## config.mk

```make
export PLATFORM = sky130hd
export DESIGN_NAME = conv2_sched
export DESIGN_NICKNAME = d
export VERILOG_FILES = /design/src/rtl/conv2_pkg.sv /design/src/rtl/ctl_delay.sv /design/src/rtl/conv2_sched.sv
export SDC_FILE = /design/constraint.sdc
export NUM_CORES = 1
export LEC_CHECK = 0
export CAP_MARGIN = 10
export CORE_MARGIN = 2
export CORE_UTILIZATION = 43
export CTS_CLUSTER_DIAMETER = 150
export DETAILED_ROUTE_END_ITERATION = 8
export PLACE_DENSITY_LB_ADDON = 0.3
export SLEW_MARGIN = 20
export SYNTH_ARGS = -nofsm -noshare
export SYNTH_HDL_FRONTEND = slang
export SYNTH_SLANG_ARGS = --single-unit
```

## constraint.sdc

```tcl
create_clock -name clk -period 8.3 [get_ports clk]
set_input_delay 1.66 -clock clk [delete_from_list [all_inputs] [get_ports clk]]
set_output_delay 1.66 -clock clk [all_outputs]
set_load 0.02 [all_outputs]
```

## src/rtl/conv2_pkg.sv

```systemverilog
// Shared defaults and state encoding for the conv2 layer sequencer.
package conv2_pkg;
  localparam int C2_IMG    = 12;
  localparam int C2_K      = 5;
  localparam int C2_N_IN   = 6;
  localparam int C2_N_OUT  = 16;
  localparam int C2_RD_LAT = 2;
  localparam int C2_OSZ    = C2_IMG - C2_K + 1;

  typedef enum logic [1:0] {IDLE, RUN, DRAIN, DONE} state_t;
endpackage

```

## src/rtl/ctl_delay.sv

```systemverilog
// Enabled shift register that lines control/address bits up with memory read latency.
module ctl_delay #(
  parameter int W     = 1,
  parameter int DEPTH = 2
) (
  input  logic         i_clk,
  input  logic         i_rst,
  input  logic         i_en,
  input  logic [W-1:0] i_d,
  output logic [W-1:0] o_q
);
  logic [DEPTH-1:0][W-1:0] r_pipe;

  always_ff @(posedge i_clk or posedge i_rst) begin
    if (i_rst) r_pipe <= '0;
    else if (i_en) begin
      r_pipe[0] <= i_d;
      for (int i = 1; i < DEPTH; i++) r_pipe[i] <= r_pipe[i-1];
    end
  end

  assign o_q = r_pipe[DEPTH-1];
endmodule

```

## src/rtl/conv2_sched.sv

```systemverilog
// conv2 sequencer: walks m/r/c/ch/kr/kc, issues P1 + weight addresses, and
// latency-aligned MAC control and output-memory writes.
module conv2_sched import conv2_pkg::*; #(
  parameter int IMG    = C2_IMG,
  parameter int K      = C2_K,
  parameter int N_IN   = C2_N_IN,
  parameter int N_OUT  = C2_N_OUT,
  parameter int RD_LAT = C2_RD_LAT
) (
  input  logic clk,
  input  logic reset,
  input  logic start,
  input  logic hold,
  output logic busy,
  output logic done,
  output logic [$clog2(N_IN*IMG*IMG)-1:0] p1_addr,
  output logic [$clog2(N_OUT*N_IN*K*K)-1:0] w_addr,
  output logic mac_clr,
  output logic mac_en,
  output logic mac_last,
  output logic [$clog2(N_OUT*(IMG-K+1)*(IMG-K+1))-1:0] out_addr,
  output logic out_we
);
  localparam int OSZ = IMG - K + 1;
  localparam int P1W = $clog2(N_IN*IMG*IMG);
  localparam int WW  = $clog2(N_OUT*N_IN*K*K);
  localparam int OW  = $clog2(N_OUT*OSZ*OSZ);
  localparam int KW  = $clog2(K + 1);
  localparam int CHW = $clog2(N_IN + 1);
  localparam int OSW = $clog2(OSZ + 1);
  localparam int MW  = $clog2(N_OUT + 1);

  localparam logic [KW-1:0]  K_MAX  = KW'(K - 1);
  localparam logic [CHW-1:0] CH_MAX = CHW'(N_IN - 1);
  localparam logic [OSW-1:0] O_MAX  = OSW'(OSZ - 1);
  localparam logic [MW-1:0]  M_MAX  = MW'(N_OUT - 1);

  state_t r_state, w_next;
  logic [KW-1:0]  r_kc, r_kr;
  logic [CHW-1:0] r_ch;
  logic [OSW-1:0] r_c, r_r;
  logic [MW-1:0]  r_m;

  logic w_run, w_en, w_kc_end, w_kr_end, w_ch_end, w_c_end, w_r_end, w_m_end;
  logic w_px_first, w_px_last, w_last_tap, w_we_q;
  logic [OW-1:0] w_oaddr;
  logic [2:0]    w_ctl_q;
  logic [OW:0]   w_out_q;

  assign w_run      = (r_state == RUN);
  assign w_en       = ~hold;
  assign w_kc_end   = (r_kc == K_MAX);
  assign w_kr_end   = (r_kr == K_MAX);
  assign w_ch_end   = (r_ch == CH_MAX);
  assign w_c_end    = (r_c == O_MAX);
  assign w_r_end    = (r_r == O_MAX);
  assign w_m_end    = (r_m == M_MAX);
  assign w_px_first = (r_kc == '0) && (r_kr == '0) && (r_ch == '0);
  assign w_px_last  = w_kc_end && w_kr_end && w_ch_end;
  assign w_last_tap = w_px_last && w_c_end && w_r_end && w_m_end;

  // Counters stay at the final tap through DRAIN and clear on the way back to IDLE.
  always_ff @(posedge clk or posedge reset) begin
    if (reset) begin
      r_kc <= '0; r_kr <= '0; r_ch <= '0; r_c <= '0; r_r <= '0; r_m <= '0;
    end else if (w_en) begin
      if (r_state == DONE) begin
        r_kc <= '0; r_kr <= '0; r_ch <= '0; r_c <= '0; r_r <= '0; r_m <= '0;
      end else if (w_run && !w_last_tap) begin
        r_kc <= w_kc_end ? '0 : r_kc + KW'(1);
        if (w_kc_end) begin
          r_kr <= w_kr_end ? '0 : r_kr + KW'(1);
          if (w_kr_end) begin
            r_ch <= w_ch_end ? '0 : r_ch + CHW'(1);
            if (w_ch_end) begin
              r_c <= w_c_end ? '0 : r_c + OSW'(1);
              if (w_c_end) begin
                r_r <= w_r_end ? '0 : r_r + OSW'(1);
                if (w_r_end && !w_m_end) r_m <= r_m + MW'(1);
              end
            end
          end
        end
      end
    end
  end

  always_ff @(posedge clk or posedge reset) begin
    if (reset) r_state <= IDLE;
    else       r_state <= w_next;
  end

  always_comb begin
    w_next = r_state;
    busy   = (r_state == RUN) || (r_state == DRAIN);
    done   = (r_state == DONE) && w_en;
    if (w_en) begin
      case (r_state)
        IDLE:    if (start) w_next = RUN;
        RUN:     if (w_last_tap) w_next = DRAIN;
        DRAIN:   if (w_we_q) w_next = DONE;
        DONE:    w_next = IDLE;
        default: w_next = IDLE;
      endcase
    end
  end

  assign p1_addr = P1W'(r_ch) * P1W'(IMG*IMG) + (P1W'(r_r) + P1W'(r_kr)) * P1W'(IMG)
                 + P1W'(r_c) + P1W'(r_kc);
  assign w_addr  = (WW'(r_m) * WW'(N_IN) + WW'(r_ch)) * WW'(K*K) + WW'(r_kr) * WW'(K) + WW'(r_kc);
  assign w_oaddr = OW'(r_m) * OW'(OSZ*OSZ) + OW'(r_r) * OW'(OSZ) + OW'(r_c);

  ctl_delay #(.W(3), .DEPTH(RD_LAT)) u_ctl (
    .i_clk(clk), .i_rst(reset), .i_en(w_en),
    .i_d({w_run, w_run & w_px_first, w_run & w_px_last}), .o_q(w_ctl_q)
  );

  // One stage deeper so the write lands the cycle after mac_last.
  ctl_delay #(.W(OW+1), .DEPTH(RD_LAT+1)) u_out (
    .i_clk(clk), .i_rst(reset), .i_en(w_en),
    .i_d({w_run & w_px_last, w_oaddr}), .o_q(w_out_q)
  );

  assign w_we_q   = w_out_q[OW];
  assign mac_en   = w_ctl_q[2] & w_en;
  assign mac_clr  = w_ctl_q[1];
  assign mac_last = w_ctl_q[0];
  assign out_we   = w_we_q & w_en;
  assign out_addr = w_out_q[OW-1:0];
endmodule

```

; Word-level counts from Yosys, hierarchy flattened
; Index checks and enable logic that the tools add are counted.
[totals]
register_bits = 63
out_inout_bits = 38
in_bits = 4
[classes]
reduce_logical = 30
multipliers = 5
add_sub_neg = 15
n_bitwise = 5
n_eq_ne = 12
n_mux = 36
[op_table]
columns = operator, count
row1 = 2-to-1 mux 4 bit, 13
row2 = 2-to-1 mux 3 bit, 12
row3 = 2-to-1 mux 5 bit, 7
row4 = adder 10 x 4 -> 10 bit, 2
row5 = "multiplier 5 x 2 -> 7 bit, second input constant", 2
row6 = adder 12 x 3 -> 12 bit, 1
row7 = adder 12 x 6 -> 12 bit, 1
row8 = "multiplier 9 x 5 -> 12 bit, second input constant", 1
row9 = nonzero test 2 bit, 6
row10 = adder 10 x 3 -> 10 bit, 1
row11 = adder 10 x 7 -> 10 bit, 1
row12 = adder 10 x 9 -> 10 bit, 1
row13 = logical AND 1 bit, 10
row14 = "adder 3 x 1 -> 3 bit, second input constant", 3
row15 = adder 8 x 3 -> 9 bit, 1
row16 = "equality test 3 bit, second input constant", 3
row17 = zero test 3 bit, 3
row18 = "adder 4 x 1 -> 4 bit, second input constant", 2
row19 = "equality test 4 x 3 -> 1 bit, second input constant", 2
row20 = one-hot mux 2 bit (4 select lines), 1
row21 = AND reduction 4 bit, 2
row22 = AND reduction 7 bit, 1
row23 = "multiplier 3 x 3 -> 6 bit, second input constant", 1
row24 = "multiplier 3 x 4 -> 6 bit, second input constant", 1
row25 = 17 further kinds, 25

; Longest topological paths before layout
[depth]
ltp_word = 10
depth_mapped = 20

; Modules after synthesis
; From an unflattened synthesis, not the netlist that was laid out.
[hier_totals]
hier_cells = 509
area_unflattened_um2 = 5412.7
[modules_own_cells]
columns = module, instances, cells_each, area_each_um2
row1 = conv2_sched, 1, 410, 3667.3
row2 = ctl_delay at u_out, 1, 82, 1467.7
row3 = ctl_delay at u_ctl, 1, 17, 277.8

; Worst setup path before layout
; Ideal clock, no wire load.
[synth_path]
path_kind = register to output
from = register r_m[1]
to = output port w_addr[11]
path_slack_ps = 1702
stages_incl_launch_ff = 21
required_time_ps = 6640
arrival_ps = 4938
path_cell_list = dfrtp_1 ha_1 fa_1 and3b_1 or4_1 nand4_1 mux2_1 o21ai_1 nand3_1 ha_1 ha_1 inv_1 fa_1 inv_1 ha_1 a21o_1 a21oi_1 nor2b_1 a311oi_1 xnor2_1 xnor2_1
[synth_between]
elab_chain_len = 5
[synth_rtl]
columns = item, line
row1 = from (decl), conv2_sched.sv:42  ; logic [MW-1:0] r_m;
row2 = from (signal assigned), conv2_sched.sv:79  ; if (w_r_end && !w_m_end) r_m <= r_m + MW'(1);
row3 = multiplier 5 x 2 -> 7 bit, conv2_sched.sv:110  ; assign w_addr = (WW'(r_m) * WW'(N_IN) + WW'(r_ch)) * WW'(K*K) + WW'(r_kr) * WW'(K) + WW'(r_kc);
row4 = adder 8 x 3 -> 9 bit, conv2_sched.sv:110
row5 = multiplier 9 x 5 -> 12 bit, conv2_sched.sv:110
row6 = adder 12 x 6 -> 12 bit, conv2_sched.sv:110
row7 = adder 12 x 3 -> 12 bit, conv2_sched.sv:110
row8 = to (decl), conv2_sched.sv:17  ; output logic [$clog2(N_OUT*N_IN*K*K)-1:0] w_addr,
; No other way between the ends.

; Final worst setup path
; Ends and elaborated chain as after synthesis.

==> flow_metrics.py <==
metrics = {
    "floorplan": {
        "coreArea_um2": 11500,
        "pin_count": 42,
        "row_count": 39,
        "dieHeight_um": 112,
        "die_area_um2": 12600,
        "die_w_um": 112,
        "start_util_pct": 44.1,
    },
    "pwr": {
        "power_density_nw_per_um2": 451,
        "p_leak_nw": 2.89,
        "ir_drop_mv": 0.510,
    },
    "setup_path": {
        "crit_top_cell": "ha_1",
        "crit_arrival_ns": 6.03,
        "critical_path_required_ns": 6.64,
        "rrSetupSlack_ns": 5.56,
        "path_buf_inv": 3,
        "r2r_end": "r_r[3]",
        "worst_r2r_path_depth": 6,
        "r2r-start": "r_state[1]",
        "endpoint_kind": "output pin",
        "path_cells": "ha_1 > fa_1 > and3b_1 > or4_1 > nand4_1 > mux2_1 > o21ai_1 > nand3_1 > ha_1 > ha_1 > inv_1 > fa_1 > inv_1 > ha_1 > a21o_1 > a21oi_1 > nor2b_1 > a311oi_1 > xnor2_1 > xnor2_1 > clkdlybuf4s50_1",
        "max_stage_delay_ns": 0.62,
        "critPathLaunchType": "flip-flop",
        "slowest_stage": "clkdlybuf4s50_1",
        "path_max_fanout": 6,
        "crit_type": "flip-flop to output pin",
        "crit_start": "r_m[1]",
        "critPathTopFamily": "adder cells",
    },
    "global_route": {
        "grt_pass1_wl_um": 17500,
        "gr-total-overflow": 0,
        "grt_usage_pct": 16.8,
        "grt_max_degree": 62,
        "antenna_found_initial": 0,
        "grt_pass1_vias": 3691,
    },
    "timing": {
        "setup_viol": 0,
        "slew_viol_final": 0,
        "fin_crit_ns": 7.69,
        "hold_violations": 0,
        "rsz0062_at_grt": "false",
        "hold_slack_ns": 0.475,
        "fin_setup_tns_ns": 0,
        "clock_skew_ns": 0.00545,
        "tightest_slew_ns": 0.779,
        "fmax_mhz": 130,
        "relSlewSlack_pct": 48.1,
        "period_share_pct": 92.6,
    },
    "clock_network": {
        "cts_tree": "yes",
        "path_clk_slew_ns": 0.05,
        "htreeDepth": 3,
        "cts_root_buf": "clkbuf_16",
        "cts_sinks": 61,
        "cts-hold-fix-buffers": 0,
        "clk_latency_ns": 0.33,
        "cts-resized-gates": 0,
        "numCtsBuffers": 9,
        "clk_path_buf_depth": 2,
        "cts_setup_buffers": 0,
    },
    "route": {
        "drc": 0,
        "top_layer": "met4",
        "drt_iter0_markers": 175,
        "ant_nets": 0,
        "vias": 3596,
        "wirelength_um": 9720,
        "wire_per_inst_um": 14.3,
        "via_per_inst": 5.29,
        "first_pass_iters": 4,
        "met1Wirelength_um": 4370,
        "wl_met2_um": 4710,
        "met3RoutedLength_um": 449,
    },
    "placement": {
        "dp_hpwl_um": 7500,
        "io_buffer_count": 41,
        "globalplace.congestion": 0.804,
        "placed_area_um2": 5550,
        "placed_cells": 664,
    },
    "yosys": {
        "ys_types": 58,
        "synth.avg_cell_area_um2": 10.2,
        "synth_nets": 601,
        "synth_edf_count": 0,
        "syn_inst": 497,
        "ys.flop_type": "dfrtp_1",
        "async_flop_share_pct": 100,
        "netlist_top_cells_area": "dfrtp_1 (30%), ha_1 (21%), fa_1 (6.7%)",
        "synth_area_leader_cell": "dfrtp_1",
        "yosys_warnings": 0,
        "ys_seq_elements": 61,
        "syn_area_um2": 5060,
        "synth.top_cell.area_share_pct": 30.2,
        "ys_seq_area_share_pct": 30.2,
    },
    "finish": {
        "syn_to_final_growth_pct": 15.5,
        "fillerInstances": 1019,
        "instances_no_fill": 680,
        "num-nets-final": 636,
        "finish.instance_area_um2": 5840,
        "diodes": 0,
        "drive_gt1_share_pct": 10.6,
    },
    "worst_hold_path": {
        "hp-start": "u_ctl.r_pipe[2]",
        "holdPathStages": 1,
        "hold_path_end": "u_ctl.r_pipe[2]",
        "hp-class": "flip-flop to flip-flop",
    },
    "outcome": {
        "outcome": "completed",
    },
    "job": {
        "maxCapViolations": 0,
    },
}
## per-stage QoR
| step | power [mW] | utilization (%) | setup slack [ns] |
|---|---|---|---|
| floorplan | 1.64 | - | 1.70 |
| global placement | 2.26 | 48.4 | 1.03 |
| detailed placement | 2.29 | 48.4 | 0.961 |
| CTS | 2.67 | 50.9 | 0.588 |
| global route | 2.88 | 50.9 | 0.307 |
| finish | 2.63 | 50.9 | 0.611 |
## per-layer routing
metal | track usage, % | up-vias
li1 | - | 1790
met4 | 4.80 | 0
met5 | 0 | -
met2 | 27.9 | 61
met1 | 22.1 | 1730
met3 | 3.83 | 15
## cells in the mapped netlist (all sizes together) (3+ instances only)
| cell | number |
|---|---|
| a21o | 8 |
| a21oi | 24 |
| and2 | 4 |
| buf | 13 |
| clkbuf | 6 |
| dfrtp | 61 |
| fa | 17 |
| ha | 83 |
| inv | 45 |
| mux2 | 31 |
| nand2 | 33 |
| nand2b | 4 |
| nand3 | 8 |
| nand3b | 3 |
| nand4 | 6 |
| nor2 | 26 |
| nor2b | 7 |
| nor3 | 4 |
| o21ai | 26 |
| o21bai | 5 |
| o22ai | 3 |
| o41ai | 3 |
| or4 | 3 |
| xnor2 | 30 |
| xor2 | 15 |
## power by group
part	internal [mW]	switching, mW
registers	0.320	0.0509
logic	0.922	0.971
clock network	0.239	0.130
total	1.48	1.15
## how the worst max path moves through the flow
stage,endpoint,slack (ns),cells after the start
floorplan,w_addr[11],1.70,20
global placement,w_addr[11],1.03,21
detailed placement,w_addr[11],0.96,21
CTS,w_addr[11],0.59,21
global route,w_addr[11],0.31,21
finish,w_addr[11],0.61,21
## area by class of cell
type | instances | area, µm² | share of cell area [%]
inverters | 45 | 169 | 2.89
flip-flops and latches | 61 | 1530 | 26.1
multi-input cells | 372 | 3250 | 55.7
clock inverters | 4 | 47.5 | 0.814
well taps | 143 | 179 | 3.06
clock buffers | 12 | 246 | 4.22
repair buffers | 43 | 420 | 7.20
## kinds of logic (layout without fill, tap and decap cells)
group | after synthesis | in the layout | share of synthesized area, %
AND/OR/NAND/NOR | 110 | 110 | 11.5
adder cells (fa/ha/maj) | 100 | 100 | 27.3
AO/OA/AOI/OAI | 85 | 85 | 10.7
buffers and inverters | 64 | 104 | 5.54
flip-flops | 61 | 61 | 30.2
XOR/XNOR | 45 | 45 | 7.79
multiplexers | 32 | 32 | 7.10
## layout by cell type, fill, tap and decap left out, types with 3 or more instances in the layout
master / instances
and2_1: 3
nor2_1: 25
o21ai_0: 12
nand2_1: 32
nand3_1: 8
dfrtp_1: 61
nor3_1: 4
inv_1: 43
fa_1: 17
xnor2_1: 30
nor2b_1: 7
or4_1: 3
o22ai_1: 3
o21bai_1: 5
mux2_2: 29
nand2b_1: 4
a21oi_1: 24
a21o_1: 8
o41ai_1: 3
xor2_1: 15
clkbuf_16: 9
clkdlybuf4s50_1: 40
o21ai_1: 14
nand4_1: 6
ha_1: 83
nand3b_1: 3
## worst reg2reg max path: cells and delay by family, from the launching register on
kind / cells / cell delay [ns]
compound gates: 2 / 0.49
fa+ha+maj: 1 / 0.46
simple gates: 2 / 0.99
buf+inv: 1 / 0.34
flops: 1 / 0.38
## sequential cells by signal, indices dropped and copies added (netlist names)
name,cells
r_c,4
r_ch,3
r_kc,3
r_kr,3
r_m,5
r_r,4
r_state,2
u_ctl.o_q,3
u_ctl.r_pipe,3
u_out.o_q,11
u_out.r_pipe,20
Power figures use the tool's default switching activity.
